===== config.mk =====
export PLATFORM = sky130hd
export DESIGN_NAME = game_state_ctrl
export DESIGN_NICKNAME = d
export VERILOG_FILES = /design/src/rtl/frogger_pkg.sv /design/src/rtl/game_state_ctrl_holdoff_timer.sv /design/src/rtl/game_state_ctrl.sv
export SDC_FILE = /design/constraint.sdc
export NUM_CORES = 1
export LEC_CHECK = 0
export CAP_MARGIN = 5
export CORE_MARGIN = 2
export CORE_UTILIZATION = 40
export DETAILED_ROUTE_END_ITERATION = 10
export DONT_BUFFER_PORTS = 1
export PLACE_DENSITY = 0.59
export RECOVER_POWER = 50
export SLEW_MARGIN = 10
export SYNTH_ARGS = -nofsm -noshare
export SYNTH_HDL_FRONTEND = slang
export SYNTH_SLANG_ARGS = --single-unit
export TNS_END_PERCENT = 50

===== constraint.sdc =====
create_clock -name clk -period 3.6 [get_ports clk]
set_input_delay 0.18 -clock clk [delete_from_list [all_inputs] [get_ports clk]]
set_output_delay 0.18 -clock clk [all_outputs]
set_load 0.01 [all_outputs]

===== src/rtl/frogger_pkg.sv =====
// Shared game types and widths, used by the sequencer, the HUD and the renderer.
package frogger_pkg;

  typedef enum logic [2:0] {
    ST_IDLE      = 3'd0,
    ST_PLAY      = 3'd1,
    ST_DEATH     = 3'd2,
    ST_LEVEL_UP  = 3'd3,
    ST_GAME_OVER = 3'd4
  } game_state_t;

  localparam int NUM_HOMES = 5;
  localparam int LIVES_W   = 2;
  localparam int LEVEL_W   = 4;
  localparam int SCORE_W   = 16;
  localparam int HOLDOFF_W = 26;

  // Clamp a one-bit-wider sum back into the score range instead of wrapping.
  function automatic logic [SCORE_W-1:0] sat_score(input logic [SCORE_W:0] s);
    return s[SCORE_W] ? {SCORE_W{1'b1}} : s[SCORE_W-1:0];
  endfunction

endpackage


===== src/rtl/game_state_ctrl_holdoff_timer.sv =====
// Reloadable down-counter pause. load starts a CYCLES-long pause; done is high
// whenever the counter has run out (also when idle).
module holdoff_timer
  import frogger_pkg::*;
#(
  parameter int CYCLES = 50_000_000
) (
  input  logic clk,
  input  logic Reset,
  input  logic load,
  output logic done
);

  localparam logic [HOLDOFF_W-1:0] LOAD_VAL = HOLDOFF_W'(CYCLES - 1);

  logic [HOLDOFF_W-1:0] cnt;

  // Load takes priority; otherwise count down and stick at zero.
  always_ff @(posedge clk or negedge Reset) begin
    if (!Reset)          cnt <= '0;
    else if (load)       cnt <= LOAD_VAL;
    else if (cnt != '0)  cnt <= cnt - 1'b1;
  end

  assign done = (cnt == '0);

endmodule


===== src/rtl/game_state_ctrl.sv =====
// Frogger game sequencer: lives, level, score and home-slot occupancy, and the
// start/end/level handshake toward the countdown timer.
module game_state_ctrl
  import frogger_pkg::*;
#(
  parameter int LIVES_INIT     = 3,
  parameter int MAX_LEVEL      = 9,
  parameter int HOLDOFF_CYCLES = 50_000_000,
  parameter int SCORE_HOME     = 50,
  parameter int SCORE_PER_SEC  = 10,
  parameter int SCORE_LEVEL    = 1000
) (
  input  logic                 clk,
  input  logic                 Reset,
  input  logic                 start_key,
  input  logic                 frog_died,
  input  logic                 frog_home,
  input  logic [2:0]           home_idx,
  input  logic [5:0]           tim,
  output logic                 gameStart,
  output logic                 gameEnd,
  output logic [LEVEL_W-1:0]   level,
  output logic [LIVES_W-1:0]   lives,
  output logic [SCORE_W-1:0]   score,
  output logic [NUM_HOMES-1:0] homes,
  output logic                 respawn
);

  localparam int SUM_W = SCORE_W + 1;

  game_state_t          state_q, state_d;
  logic [LIVES_W-1:0]   lives_d;
  logic [LEVEL_W-1:0]   level_d;
  logic [SCORE_W-1:0]   score_d;
  logic [NUM_HOMES-1:0] homes_d;
  logic                 hold_load, hold_done;
  logic                 gs_d, ge_d, rsp_d;

  logic [NUM_HOMES-1:0] hit;
  logic                 slot_bad, mask_full;
  logic [SUM_W-1:0]     home_sum;

  holdoff_timer #(.CYCLES(HOLDOFF_CYCLES)) u_hold (
    .clk   (clk),
    .Reset (Reset),
    .load  (hold_load),
    .done  (hold_done)
  );

  // An out-of-range index shifts the one-hot off the end, so it looks occupied.
  assign hit       = {{(NUM_HOMES-1){1'b0}}, 1'b1} << home_idx;
  assign slot_bad  = (hit == '0) || ((homes_q_any(homes, hit)));
  assign mask_full = &(homes | hit);
  assign home_sum  = SUM_W'(score) + SUM_W'(SCORE_HOME) + SUM_W'(tim) * SUM_W'(SCORE_PER_SEC)
                   + (mask_full ? SUM_W'(SCORE_LEVEL) : SUM_W'(0));

  function automatic logic homes_q_any(input logic [NUM_HOMES-1:0] m, input logic [NUM_HOMES-1:0] h);
    return |(m & h);
  endfunction

  // State and datapath registers.
  always_ff @(posedge clk or negedge Reset) begin
    if (!Reset) begin
      state_q <= ST_IDLE;
      lives   <= LIVES_W'(LIVES_INIT);
      level   <= LEVEL_W'(1);
      score   <= '0;
      homes   <= '0;
    end else begin
      state_q <= state_d;
      lives   <= lives_d;
      level   <= level_d;
      score   <= score_d;
      homes   <= homes_d;
    end
  end

  // Next state plus lives/level/score/homes updates; death outranks homing.
  always_comb begin
    state_d   = state_q;
    lives_d   = lives;
    level_d   = level;
    score_d   = score;
    homes_d   = homes;
    hold_load = 1'b0;
    case (state_q)
      ST_IDLE: if (start_key) state_d = ST_PLAY;
      ST_PLAY: begin
        if (frog_died || (tim == '0) || (frog_home && slot_bad)) begin
          if (lives == LIVES_W'(1)) begin
            lives_d = '0;
            state_d = ST_GAME_OVER;
          end else begin
            lives_d   = lives - 1'b1;
            state_d   = ST_DEATH;
            hold_load = 1'b1;
          end
        end else if (frog_home) begin
          score_d = sat_score(home_sum);
          homes_d = homes | hit;
          if (mask_full) begin
            homes_d   = '0;
            level_d   = (level == LEVEL_W'(MAX_LEVEL)) ? level : level + 1'b1;
            state_d   = ST_LEVEL_UP;
            hold_load = 1'b1;
          end
        end
      end
      ST_DEATH, ST_LEVEL_UP: if (hold_done) state_d = ST_PLAY;
      ST_GAME_OVER: if (start_key) begin
        state_d = ST_PLAY;
        lives_d = LIVES_W'(LIVES_INIT);
        level_d = LEVEL_W'(1);
        score_d = '0;
        homes_d = '0;
      end
      default: state_d = ST_IDLE;
    endcase
  end

  // Output decode from the next state so the registered outputs line up with it.
  always_comb begin
    gs_d  = (state_d == ST_PLAY);
    ge_d  = (state_d == ST_GAME_OVER);
    rsp_d = (state_d == ST_PLAY) && (state_q != ST_PLAY);
  end

  // Registered control outputs.
  always_ff @(posedge clk or negedge Reset) begin
    if (!Reset) begin
      gameStart <= 1'b0;
      gameEnd   <= 1'b0;
      respawn   <= 1'b0;
    end else begin
      gameStart <= gs_d;
      gameEnd   <= ge_d;
      respawn   <= rsp_d;
    end
  end

endmodule


==> impl_metrics.tcl <==
set metrics [dict create \
    critPathArrivalTime_ns 3.68 \
    grt_overflow 0 \
    fp.dieH_um 104 \
    grt_first_pass_wirelength_mm 15.6 \
    via_count 3228 \
    synth_top_flop_cell "dfrtp_1" \
    synth_top_area_share_pct 35.1 \
    n_fill_cell 916 \
    maxSlewViolCount 60 \
    clock_path_buffers 2 \
    period_share_pct 96.5 \
    yosysWarnings 0 \
    place_hpwl_mm 6.42 \
    initial_core_util_pct 41.0 \
    clkTransAtPathRegs_ns 0.07 \
    synth_area_mm2 0.00399 \
    avgSynthCellArea_um2 9.14 \
    drt-initial-drc-count 143 \
    nets 527 \
    netlist_instances 437 \
    min_from "home_idx[0]" \
    p_per_area_mw_per_mm2 357 \
    worst_r2r_endpoint "score[0]$_DFFE_PN0P_" \
    required_ns 3.81 \
    setup_violations 0 \
    r2r-start "homes[0]$_DFFE_PN0P_" \
    finalCriticalPeriod_ns 3.47 \
    tightestPinTransition_ns 2.67 \
    r2r_slack_ns 0.13 \
    startpoint_type "flop" \
    post_drt_wl_per_cell_um 15.4 \
    peakVddDrop_uv 229 \
    fin_skew_ns 0.0107 \
    hold-path-endpoint "homes[2]$_DFFE_PN0P_" \
    pin_count 44 \
    antenna_found_initial 0 \
    finalInstanceArea_mm2 0.00486 \
    cp_max_fo 3 \
    drive_above_1_share_pct 22.2 \
    hold_path.class "in2reg" \
    area_growth_syn_to_layout_pct 21.8 \
    status "finished with violations" \
    tns_ns 0 \
    hold_viol 0 \
    drc 0 \
    synth_nets 492 \
    synth-edff-count 0 \
    firstDrtPassIters 4 \
    synth_cell_type_count 55 \
    yosysSeqAreaShare_pct 37.1 \
    hold_path_depth 3 \
    drt_wl_total_mm 9.42 \
    cts_sinks 59 \
    tritoncts "yes" \
    die_area_mm2 0.0108 \
    fmax_ghz 0.288 \
    yosys-top-cells-area "dfrtp_1, ha_1, a21oi_1" \
    clock_latency_ns 0.34 \
    placement.io_buffers 0 \
    drtAntennaViolNets 0 \
    dieWidth_um 104 \
    dpl_cell_area_mm2 0.00434 \
    p_leak_nw 2.01 \
    synth_most_common_cell "dfrtp_1" \
    relSlewSlack_pct -78.2 \
    grt.total_usage_pct 17.9 \
    grt_max_degree 60 \
    n_antenna_cell 0 \
    critPathKind "reg2reg" \
    rsz0062_at_grt "true" \
    row_count 36 \
    violations "max-capacitance violations, max-slew violations" \
    cts_root_buf "clkbuf_8" \
    avgViaCountPerCell 5.29 \
    core_mm2 0.00973 \
    synthArstFlopShare_pct 100 \
    yosysTopAreaCell "dfrtp_1" \
    cts_made_buffers 9 \
    htreeDepth 3 \
    gp_congestion 0.820 \
    drv_cap 1 \
    synth-seq-cells 59 \
    r2r_cells 16 \
    synth_common_cells "dfrtp_1, a21oi_1, nor2_1, inv_1, nand2_1" \
    grt_pass1_vias 3198 \
    setup.worst_path.end_class "flop" \
]
-- timing repair --
action                                  in CTS  in global routing
gates cloned                                 0                  0
endpoints found under the hold margin       61                  0
pin swaps                                    4                 24
buffers inserted                             0                  7
endpoints found under the setup margin       2                 16
hold buffers                                 5                  0
resized for setup                            5                 32
-- worst max-delay path, stage by stage, from the launching register on --
cell,delay [ns]
dfrtp_1,0.37
mux2_2,0.26
a22o_1,0.20
nand3b_1,0.18
inv_2,0.08
fa_1,0.53
ha_4,0.22
ha_4,0.16
buf_4,0.14
a211oi_4,0.24
o21bai_2,0.15
o2111ai_4,0.25
a21oi_2,0.10
buf_4,0.15
buf_4,0.13
a21oi_2,0.12
nor2_1,0.04
-- worst max-delay path by stage --
stage,slack (ns),end,from,depth (start not counted)
after floorplan,0.006,score[1]$_DFFE_PN0P_,tim[1],18
after global placement,-0.10,score[1]$_DFFE_PN0P_,tim[1],18
after detailed placement,-0.16,score[4]$_DFFE_PN0P_,tim[1],18
after CTS,0.004,score[13]$_DFFE_PN0P_,homes[1]$_DFFE_PN0P_,15
after global routing,-0.05,score[0]$_DFFE_PN0P_,homes[3]$_DFFE_PN0P_,18
final,0.13,score[0]$_DFFE_PN0P_,homes[0]$_DFFE_PN0P_,16
-- logic make-up after synthesis --
kind of cell    synth area share, %
simple gates                   18.6
compound gates                 15.7
flops                          37.1
buf+inv                        5.51
fa+ha+maj                      14.3
xor+xnor                       6.36
mux                            2.35
-- where the power goes --
group	internal, W	total [W]	switching, W
clock network	0.000358	0.000645	0.000287
logic	0.000197	0.000405	0.000208
registers	0.000673	0.000688	0.0000150
total	0.00123	0.00174	0.000510
-- state kept, by name (all words and copies together) (netlist names) --
signal	flops
state_q	3
homes	5
gameStart	1
score	16
u_hold.cnt	26
level	4
gameEnd	1
respawn	1
lives	2
-- per-layer routing --
metal	vias up	share of wire [%]	GRT usage [%]
met2	58	47	28.7
met4	0	1.3	5.12
met3	10	4.4	5.08
li1	1589	-	-
met5	-	0	0
met1	1571	47	23.8
-- final cells by class --
type / instances / area [µm²] / share of cell area (%)
timing repair buffer: 39 / 327 / 6.71
inverter: 40 / 150 / 3.09
tap: 133 / 166 / 3.42
multi-input combinational: 323 / 2530 / 52.0
clock buffer: 11 / 151 / 3.11
sequential: 59 / 1480 / 30.4
clock inverter: 5 / 61.3 / 1.26
-- cells in the final DEF (no fill, tap or decap), types with 4 or more instances in the layout --
cell	n
o21ai_0	6
buf_6	5
nor3_1	13
xor2_1	10
nand2_1	38
o21ai_1	7
ha_1	22
buf_4	29
nand3_1	8
a21oi_2	5
nor2_2	6
ha_4	10
or4_1	6
a31oi_1	6
nor2_1	40
xnor2_1	19
o31ai_1	5
fa_1	6
mux2i_1	6
inv_1	37
a21oi_1	40
dfrtp_1	56
a21o_1	5
clkbuf_8	11
dlygate4sd3_1	4
nor4_1	4
-- per-stage QoR --
stage                     hold WS, ns  setup WS (ns)  utilization [%]  power (W)  instances
after floorplan                -0.116        0.00603                -   0.000911        437
after global placement         -0.113         -0.101             44.6   0.000987        583
after detailed placement       -0.113         -0.161             44.6   0.000991        583
after CTS                      0.0186        0.00408             47.7    0.00168        604
after global routing           0.0441        -0.0497             50.0    0.00184        610
final                          0.0363          0.128             50.0    0.00174        610
Power figures use the tool's default switching activity.
